<file path="src/rtl/memoria_pkg.sv">
// memoria_pkg: copy FSM state type and address/bank width helper shared by the memoria files
package memoria_pkg;
  typedef enum logic [1:0] {IDLE, COPY, FIN} state_t;
  function automatic int width_of(input int n);
    return (n < 2) ? 1 : $clog2(n);
  endfunction
endpackage

</file>
<file path="src/rtl/memoria_banks_copy_if.sv">
// memoria_banks_copy_if: port A/B read-write buses plus copy start/src/dst/busy/done; master drives requests, slave is the memory
interface memoria_banks_copy_if #(
  parameter int WIDTH = 8,
  parameter int DEPTH = 16,
  parameter int NBANKS = 2
);
  import memoria_pkg::*;
  localparam int AW = width_of(DEPTH);
  localparam int BW = width_of(NBANKS);
  logic we_a, re_a, we_b, re_b;
  logic [BW-1:0] bank_a, bank_b;
  logic [AW-1:0] addr_a, addr_b;
  logic [WIDTH-1:0] wdata_a, wdata_b, rdata_a, rdata_b;
  logic copy_start, busy, done;
  logic [BW-1:0] copy_src, copy_dst;
  modport master (
    output we_a, re_a, bank_a, addr_a, wdata_a, we_b, re_b, bank_b, addr_b, wdata_b,
    output copy_start, copy_src, copy_dst,
    input rdata_a, rdata_b, busy, done
  );
  modport slave (
    input we_a, re_a, bank_a, addr_a, wdata_a, we_b, re_b, bank_b, addr_b, wdata_b,
    input copy_start, copy_src, copy_dst,
    output rdata_a, rdata_b, busy, done
  );
endinterface

</file>
<file path="src/rtl/memoria_copy_fsm.sv">
// memoria_copy_fsm: bank copy sequencer (copy_start/src/dst in; busy, done, copy write strobe cwe with caddr/csrc/cdst out)
module memoria_copy_fsm import memoria_pkg::*; #(
  parameter int DEPTH = 16,
  parameter int NBANKS = 2,
  localparam int AW = width_of(DEPTH),
  localparam int BW = width_of(NBANKS)
) (
  input  logic          clk,
  input  logic          reset,
  input  logic          copy_start,
  input  logic [BW-1:0] copy_src,
  input  logic [BW-1:0] copy_dst,
  output logic          busy,
  output logic          done,
  output logic          cwe,
  output logic [AW-1:0] caddr,
  output logic [BW-1:0] csrc,
  output logic [BW-1:0] cdst
);
  localparam logic [BW:0] NB = (BW+1)'(NBANKS);
  state_t state, nxt;
  logic [AW-1:0] cnt;
  logic [BW-1:0] src, dst;
  logic skip, last;
  always_comb begin
    skip = copy_src == copy_dst || {1'b0, copy_src} >= NB || {1'b0, copy_dst} >= NB;
    last = cnt == AW'(DEPTH - 1);
    nxt = (state == IDLE) ? (copy_start ? (skip ? FIN : COPY) : IDLE)
        : (state == COPY) ? (last ? FIN : COPY) : IDLE;
    busy = state == COPY;
    done = state == FIN;
  end
  always_ff @(posedge clk)
    if (reset) begin
      state <= IDLE;
      cnt <= '0;
      src <= '0;
      dst <= '0;
    end else begin
      state <= nxt;
      if (state == IDLE && copy_start) begin
        src <= copy_src;
        dst <= copy_dst;
        cnt <= '0;
      end else if (state == COPY) cnt <= cnt + AW'(1);
    end
  assign cwe = busy;
  assign caddr = cnt;
  assign csrc = src;
  assign cdst = dst;
endmodule

</file>
<file path="src/rtl/memoria_banks_copy.sv">
// memoria_banks_copy: NBANKS x DEPTH x WIDTH memory, two registered read/write ports and a bank copy engine (clk, reset, bus slave)
module memoria_banks_copy import memoria_pkg::*; #(
  parameter int WIDTH = 8,
  parameter int DEPTH = 16,
  parameter int NBANKS = 2,
  localparam int AW = width_of(DEPTH),
  localparam int BW = width_of(NBANKS)
) (
  input logic clk,
  input logic reset,
  memoria_banks_copy_if.slave bus
);
  localparam logic [BW:0] NB = (BW+1)'(NBANKS);
  logic [WIDTH-1:0] mem [NBANKS][DEPTH];
  logic [WIDTH-1:0] rdata_a, rdata_b;
  logic busy, done, cwe, ok_a, ok_b, wr_a, wr_b;
  logic [AW-1:0] caddr;
  logic [BW-1:0] csrc, cdst;
  memoria_copy_fsm #(.DEPTH(DEPTH), .NBANKS(NBANKS)) u_fsm (
    .clk(clk), .reset(reset), .copy_start(bus.copy_start), .copy_src(bus.copy_src),
    .copy_dst(bus.copy_dst), .busy(busy), .done(done), .cwe(cwe), .caddr(caddr),
    .csrc(csrc), .cdst(cdst)
  );
  always_comb begin
    ok_a = {1'b0, bus.bank_a} < NB;
    ok_b = {1'b0, bus.bank_b} < NB;
    wr_a = bus.we_a && ok_a && !(busy && bus.bank_a == cdst);
    wr_b = bus.we_b && ok_b && !(busy && bus.bank_b == cdst);
  end
  // port B is written before port A so A wins a same-word collision
  always_ff @(posedge clk)
    if (reset) begin
      for (int i = 0; i < NBANKS; i++)
        for (int j = 0; j < DEPTH; j++) mem[i][j] <= '0;
      rdata_a <= '0;
      rdata_b <= '0;
    end else begin
      if (bus.re_a) rdata_a <= ok_a ? mem[bus.bank_a][bus.addr_a] : '0;
      if (bus.re_b) rdata_b <= ok_b ? mem[bus.bank_b][bus.addr_b] : '0;
      if (wr_b) mem[bus.bank_b][bus.addr_b] <= bus.wdata_b;
      if (wr_a) mem[bus.bank_a][bus.addr_a] <= bus.wdata_a;
      if (cwe) mem[cdst][caddr] <= mem[csrc][caddr];
    end
  assign bus.rdata_a = rdata_a;
  assign bus.rdata_b = rdata_b;
  assign bus.busy = busy;
  assign bus.done = done;
endmodule
</file>
<file path="src/flat_wrapper.sv">
// flat-port wrapper written by rule: the top's interface ports become plain ports
module memoria_banks_copy_flat import memoria_pkg::*;
#(
  parameter int WIDTH = 8,
  parameter int DEPTH = 16,
  parameter int NBANKS = 2,
  localparam int AW = width_of(DEPTH),
  localparam int BW = width_of(NBANKS)
)
  (clk, reset, bus_we_a, bus_re_a, bus_bank_a, bus_addr_a, bus_wdata_a, bus_we_b, bus_re_b, bus_bank_b, bus_addr_b, bus_wdata_b, bus_copy_start, bus_copy_src, bus_copy_dst, bus_rdata_a, bus_rdata_b, bus_busy, bus_done);
  memoria_banks_copy_if #(.WIDTH(WIDTH), .DEPTH(DEPTH), .NBANKS(NBANKS)) bus_i ();
  input logic clk;
  input logic reset;
  input wire logic [$bits(bus_i.we_a)-1:0] bus_we_a;
  input wire logic [$bits(bus_i.re_a)-1:0] bus_re_a;
  input wire logic [$bits(bus_i.bank_a)-1:0] bus_bank_a;
  input wire logic [$bits(bus_i.addr_a)-1:0] bus_addr_a;
  input wire logic [$bits(bus_i.wdata_a)-1:0] bus_wdata_a;
  input wire logic [$bits(bus_i.we_b)-1:0] bus_we_b;
  input wire logic [$bits(bus_i.re_b)-1:0] bus_re_b;
  input wire logic [$bits(bus_i.bank_b)-1:0] bus_bank_b;
  input wire logic [$bits(bus_i.addr_b)-1:0] bus_addr_b;
  input wire logic [$bits(bus_i.wdata_b)-1:0] bus_wdata_b;
  input wire logic [$bits(bus_i.copy_start)-1:0] bus_copy_start;
  input wire logic [$bits(bus_i.copy_src)-1:0] bus_copy_src;
  input wire logic [$bits(bus_i.copy_dst)-1:0] bus_copy_dst;
  output wire logic [$bits(bus_i.rdata_a)-1:0] bus_rdata_a;
  output wire logic [$bits(bus_i.rdata_b)-1:0] bus_rdata_b;
  output wire logic [$bits(bus_i.busy)-1:0] bus_busy;
  output wire logic [$bits(bus_i.done)-1:0] bus_done;
  assign bus_i.we_a = bus_we_a;
  assign bus_i.re_a = bus_re_a;
  assign bus_i.bank_a = bus_bank_a;
  assign bus_i.addr_a = bus_addr_a;
  assign bus_i.wdata_a = bus_wdata_a;
  assign bus_i.we_b = bus_we_b;
  assign bus_i.re_b = bus_re_b;
  assign bus_i.bank_b = bus_bank_b;
  assign bus_i.addr_b = bus_addr_b;
  assign bus_i.wdata_b = bus_wdata_b;
  assign bus_i.copy_start = bus_copy_start;
  assign bus_i.copy_src = bus_copy_src;
  assign bus_i.copy_dst = bus_copy_dst;
  assign bus_rdata_a = bus_i.rdata_a;
  assign bus_rdata_b = bus_i.rdata_b;
  assign bus_busy = bus_i.busy;
  assign bus_done = bus_i.done;
  memoria_banks_copy #(.WIDTH(WIDTH), .DEPTH(DEPTH), .NBANKS(NBANKS)) u_core (.clk(clk), .reset(reset), .bus(bus_i));
endmodule
</file>
<file path="config.mk">
export PLATFORM = sky130hd
export DESIGN_NAME = memoria_banks_copy_flat
export DESIGN_NICKNAME = d
export VERILOG_FILES = /design/src/rtl/memoria_pkg.sv /design/src/rtl/memoria_banks_copy_if.sv /design/src/rtl/memoria_copy_fsm.sv /design/src/rtl/memoria_banks_copy.sv /design/src/flat_wrapper.sv
export SDC_FILE = /design/constraint.sdc
export NUM_CORES = 1
export LEC_CHECK = 0
export BUFFER_PORTS_ARGS = -buffer_cell sky130_fd_sc_hd__buf_2
export CAP_MARGIN = 20
export CORE_UTILIZATION = 50
export CTS_BUF_LIST = sky130_fd_sc_hd__clkbuf_4
export DETAILED_ROUTE_END_ITERATION = 16
export GPL_TIMING_DRIVEN = 0
export PLACE_DENSITY_LB_ADDON = 0.1
export SLEW_MARGIN = 20
export SYNTH_ARGS = -nofsm -noshare
export SYNTH_HDL_FRONTEND = slang
export SYNTH_HIERARCHICAL = 1
export SYNTH_SLANG_ARGS = --single-unit
</file>
<file path="constraint.sdc">
create_clock -name clk -period 3.25 [get_ports clk]
set_input_delay 0.1625 -clock clk [delete_from_list [all_inputs] [get_ports clk]]
set_output_delay 0.1625 -clock clk [all_outputs]
set_load 0.005 [all_outputs]
</file>
Yosys cells after proc, flatten, opt, wreduce, memory -nomap -nowiden
Memories as Yosys holds them, arrays and structs flattened. A register that Yosys moved wholly into a read port is not among the register bits.
Index checks and enable logic that the tools add are counted.

word-level totals
  register bits after elaboration = 24
  latch bits = 0
  RAM bits = 256
  ROM bits = 0
  output and inout port bits = 18
  logic and storage cells = 76
  memories kept = 1

memories
  name        depth  bits a word  read ports  clocked after Yosys merged registers in  wr ports  line                      text
  u_core.mem  2      128          3           1                                        3         memoria_banks_copy.sv:14  logic [WIDTH-1:0] mem [NBANKS][DEPTH];

operators by class
  add/subtract/negate cells = 1
  multiply operators = 0
  divide/modulo/power cells = 0
  order comparisons = 6
  equal/unequal tests = 6
  shift operators = 0
  muxes and demuxes = 39
  bitwise operators = 3
  reduce and logical (&&, ||, !) cells = 14

operator list
  kind                                                       count
  two-way mux 128 bit                                        7
  OR reduction 128 bit                                       2
  binary-select mux 8 bit (select 4 bit)                     3
  demux 8 bit (select 4 bit)                                 3
  two-way mux 8 bit                                          9
  greater-or-equal comparator 5 bit (second input constant)  3
  < comparator 5 x 1 -> 1 bit (second input constant)        3
  NOT 4 -> 5 bit                                             3
  two-way mux 1 bit                                          12
  two-way mux 2 bit                                          5
  logical AND 1 bit                                          8
  adder 4 x 1 -> 4 bit (second input constant)               1
  equality test 4 bit (second input constant)                1
  equality test 1 bit                                        3
  equality test 2 x 1 -> 1 bit (second input constant)       1
  equality test 2 bit (second input constant)                1
  zero test 1 bit                                            2
  zero test 2 bit                                            1
  OR reduction 2 bit                                         1

Depth between registers and ports, before layout
  depth after elaboration = 9
  depth in mapped cells = 10
  depth with buffers taken out = 7

Cells and area by module
The synthesis kept the hierarchy.

modules (own cells, without submodules)
  module              instances  cells an instance  area each (um^2)  seq. area each (um^2)
  memoria_banks_copy  1          1991               21257.9           8007.7
  memoria_copy_fsm    1          38                 365.4             160.2

Worst setup path after synthesis
No wires, ideal clock.

  kind = register to register
  start = reg u_core.u_fsm.state[0]
  end = mem u_core/mem[1][40] (netlist name), enable pin
  library setup time = 294 ps
  arrival = 2208 ps
  required time = 2956 ps
  slack = 748 ps
  cell stages (with the launch flop) = 9
  path buffers = 2
  cells stage by stage = dfxtp_1 > nand2b_4 > inv_2 > buf_2 > nand2_1 > a31oi_1 > clkbuf_1 > a21oi_1 > or3_1

RTL lines
  item                    line                      text
  start, declared         memoria_copy_fsm.sv:21    state_t state, nxt;
  start signal, assigned  memoria_copy_fsm.sv:40    state <= nxt;
  end, declared           memoria_banks_copy.sv:14

==> impl_metrics.csv <==
group,metric,value,unit
floorplan,dieWidth,210.0,um
logic_synthesis,synth_mux_area_frac,0.2795,
clock_network,cts_made_buffers,81,
min_path,min_path_type,"in -> reg",
global_routing,grt_pass1_wl,153200,um
cells_and_area,final_util,0.5679,
cells_and_area,fillers,3719,
clock_network,clock_path_buffers,3,
logic_synthesis,synth_xor_area_frac,0.002893,
logic_synthesis,ys_seq_area_frac,0.3777,
routing,detail-route-antenna-nets,0,
cells_and_area,seq_area,8168,sq um
setup_path,worstPathRequired,3760,ps
routing,via_per_inst,7.543,
clock_network,clk_pin_slew,70,ps
routing,routed_wl,114600,um
routing,first_iter_violations,3796,
timing,post-route-period-util,1.022,
timing,worstMarginPinSlew,1314,ps
global_routing,antenna_found_initial,5,
global_routing,first_global_vias,19870,
logic_synthesis,syn_nets,2065,
timing,slew_headroom,0.1240,
logic_synthesis,synth_top_family_by_area,"multiplexers",
global_routing,grt.total_usage,0.5175,
place,dp_slack,-392.3,ps
logic_synthesis,ys_async_sr_fraction,0,
clock_network,clock_latency,820,ps
setup_path,worst_ep_arrival_time,3830,ps
routing,wl_per_cell,40.81,um
setup_path,cp-start-kind,"flip-flop",
place,place_inst,2643,
routing,vias,21190,
place,gp_routability_congestion,1.104,
logic_synthesis,synth_area,21620,sq um
floorplan,dieArea,44080,sq um
timing,finalWorstPathRequiredPeriod,3321,ps
logic_synthesis,ys_warn_count,6,
timing,max_clock_freq,0.3011,GHz
setup_path,worst_setup_path_end_kind,"flip-flop",
run_status,status,"finished, violations left",
routing,drt_first_pass_iters,7,
logic_synthesis,postSynthAreaPerCell,10.66,sq um
place,io_buffers,35,
timing,fin_skew,28.92,ps
logic_synthesis,ys.flop_type,"edfxtp_1",
logic_synthesis,synth-adder-area-share,0.0005786,
logic_synthesis,syn_inst,2029,
floorplan,initial_core_util,0.5109,
logic_synthesis,synth_cell_types,65,
cells_and_area,final_cells,2809,
logic_synthesis,synth_edf_count,256,
run,maxCapViolations,0,
logic_synthesis,synth_compound_area_frac,0.1687,
timing,setup_violations,28,
floorplan,design.core.area,42320,sq um
logic_synthesis,synth-seq-cells,280,
cells_and_area,multi_input_comb_area,12500,sq um
clock_network,cts_sinks,280,
clock_network,h-tree-depth,3,
setup_path,critPathMaxFanout,10,
global_routing,grt_start_max_net_pins,11,
clock_network,cts_tree,"yes",
logic_synthesis,yosys.area_share.simple,0.1175,
routing,drc,0,
floorplan,rows,75,
floorplan,io_pins,53,
cells_and_area,area_growth,11.14,%
timing,timing.final.hold_violations,0,
clock_network,cts_root_buf,"clkbuf_4",
timing,setup_ws,-71.48,ps
place,dpl.hpwl,82170,um
cells_and_area,nets,2206,
global_routing,grt.overflow.total,0,
power,ir_drop,0.3059,mV
run_status,violations,"negative setup slack",
power,powerDensity,429.5,nW/um^2
timing,finalMaxSlewViolations,0,
cells_and_area,drive_gt1_frac,0.2203,
setup_path,criticalPathCategory,"reg -> reg",
power,power_leakage,8.100,nW
floorplan,fp.dieH,210.0,um
==> placed cells by master, fill, tap and decap left out, types with 15 or more instances in the layout <==
cell           count
edfxtp_1         256
dlygate4sd3_1     20
clkbuf_1         104
clkinv_1          17
buf_2             82
mux4_2           142
nand3_1           47
a2111oi_4         15
o21ai_1           23
clkbuf_2          20
o21ai_0          115
buf_4             25
dfxtp_1           24
mux2i_1          282
a31oi_1           17
buf_6             17
a22oi_1          154
or3_1             18
clkbuf_4         122
nor2_1           175
nor3_2            15
nand2_1          201
a21oi_1          114
==> path summary, 6_finish.rpt <==
path	start	end	slack (ps)	cells after the start
worst max-delay path	u_core/u_fsm/caddr[0]	u_core/mem[1][12]	-70	8
worst min-delay path	bus_addr_a[0]	u_core/mem[0][36]	160	5
worst max register to register	u_core/u_fsm/caddr[0]	u_core/mem[1][12]	-70	8
worst min register to register	u_core/u_fsm/caddr[1]	u_core/u_fsm/caddr[1]	510	2
==> kinds of logic after synthesis <==
group	after synthesis
fa+ha+maj	1
mux	426
xor+xnor	5
compound gates	527
buf+inv	231
flops	280
simple gates	559
==> final cells by class <==
| type | instances | area share |
|---|---|---|
| multi-input combinational | 1518 | 0.5200 |
| sequential | 280 | 0.3399 |
| buffer | 224 | 0.04800 |
| clock buffer | 120 | 0.03748 |
| tap | 577 | 0.03004 |
| timing repair buffer | 59 | 0.01765 |
| clock inverter | 22 | 0.005727 |
| inverter | 6 | 0.0009371 |
| antenna | 3 | 0.0003124 |
==> registers in the layout (all words and copies together), names as in the netlist <==
signal,count
u_core/u_fsm/state,2
u_core/u_fsm/caddr,4
u_core/bus.rdata_b,8
u_core/bus.rdata_a,8
u_core/u_fsm/cdst,1
u_core/mem,256
u_core/u_fsm/csrc,1
==> critical path, cell delays in order, from the launching register on <==
cell and delay (ps):
dfxtp_1 400, buf_2 270, buf_4 300, buf_4 310, mux4_2 490, mux4_2 650, buf_2 320, nand2_1 100
o21ai_0 160
==> per-layer routing <==
metal	wire length (um)	GRT usage	share of wire
met4	10140	0.3999	0.088
met3	19910	0.2555	0.17
met5	26	0	0.00023
met1	39150	0.6221	0.34
met2	45410	0.7047	0.40
==> power by group <==
part           switching [mW]  total, mW  internal (mW)
sequential              0.251       4.45           4.20
clock                    1.66       3.50           1.84
combinational            1.62       2.37          0.752
total                    3.53       10.3           6.79
==> synth_stat cells, types with 7 or more instances <==
cell	instances	share of area
mux2i_1	282	0.13
edfxtp_1	256	0.36
nand2_1	201	0.035
nor2_1	189	0.033
a22oi_1	154	0.053
mux4_2	142	0.15
clkbuf_1	124	0.022
o21ai_0	115	0.027
a21oi_1	114	0.026
nand3_1	51	0.012
buf_2	47	0.011
buf_4	24	0.0083
dfxtp_1	24	0.022
o21ai_1	23	0.0053
nor3_1	22	0.0051
a31oi_1	18	0.0052
or3_1	18	0.0052
buf_6	16	0.0083
a221oi_1	14	0.0057
o21bai_1	14	0.0049
o22a_1	14	0.0057
a41oi_1	13	0.0053
o22ai_1	13	0.0038
a2111oi_4	12	0.015
and2_1	12	0.0035
buf_1	12	0.0021
nand2b_1	10	0.0029
nor2b_1	9	0.0026
or4_1	9	0.0031
a2111o_1	8	0.0042
nor3_2	7	0.0032
==> through the flow <==
stage	setup TNS [ps]	instance area [sq um]	total power, mW	hold slack (ps)
after global placement	-29500	22520	6.637	426.2
after detailed placement	-26520	22580	6.659	433.6
after CTS	-52.42	23880	10.13	128.8
after floorplan	0	21620	5.660	234.1
final	-723.1	24030	10.32	156.8
after global routing	-2.802	24030	10.46	230.4
==> timing repair <==
| item | CTS | global route |
|---|---|---|
| cloned | 0 | 0 |
| setup endpoints to repair | 208 | 291 |
| resized for setup | 16 | 35 |
| setup buffers | 0 | 0 |
| hold endpoints to repair | 36 | 0 |
| hold buffers | 20 | 0 |
(Power assumes the default switching activity.)
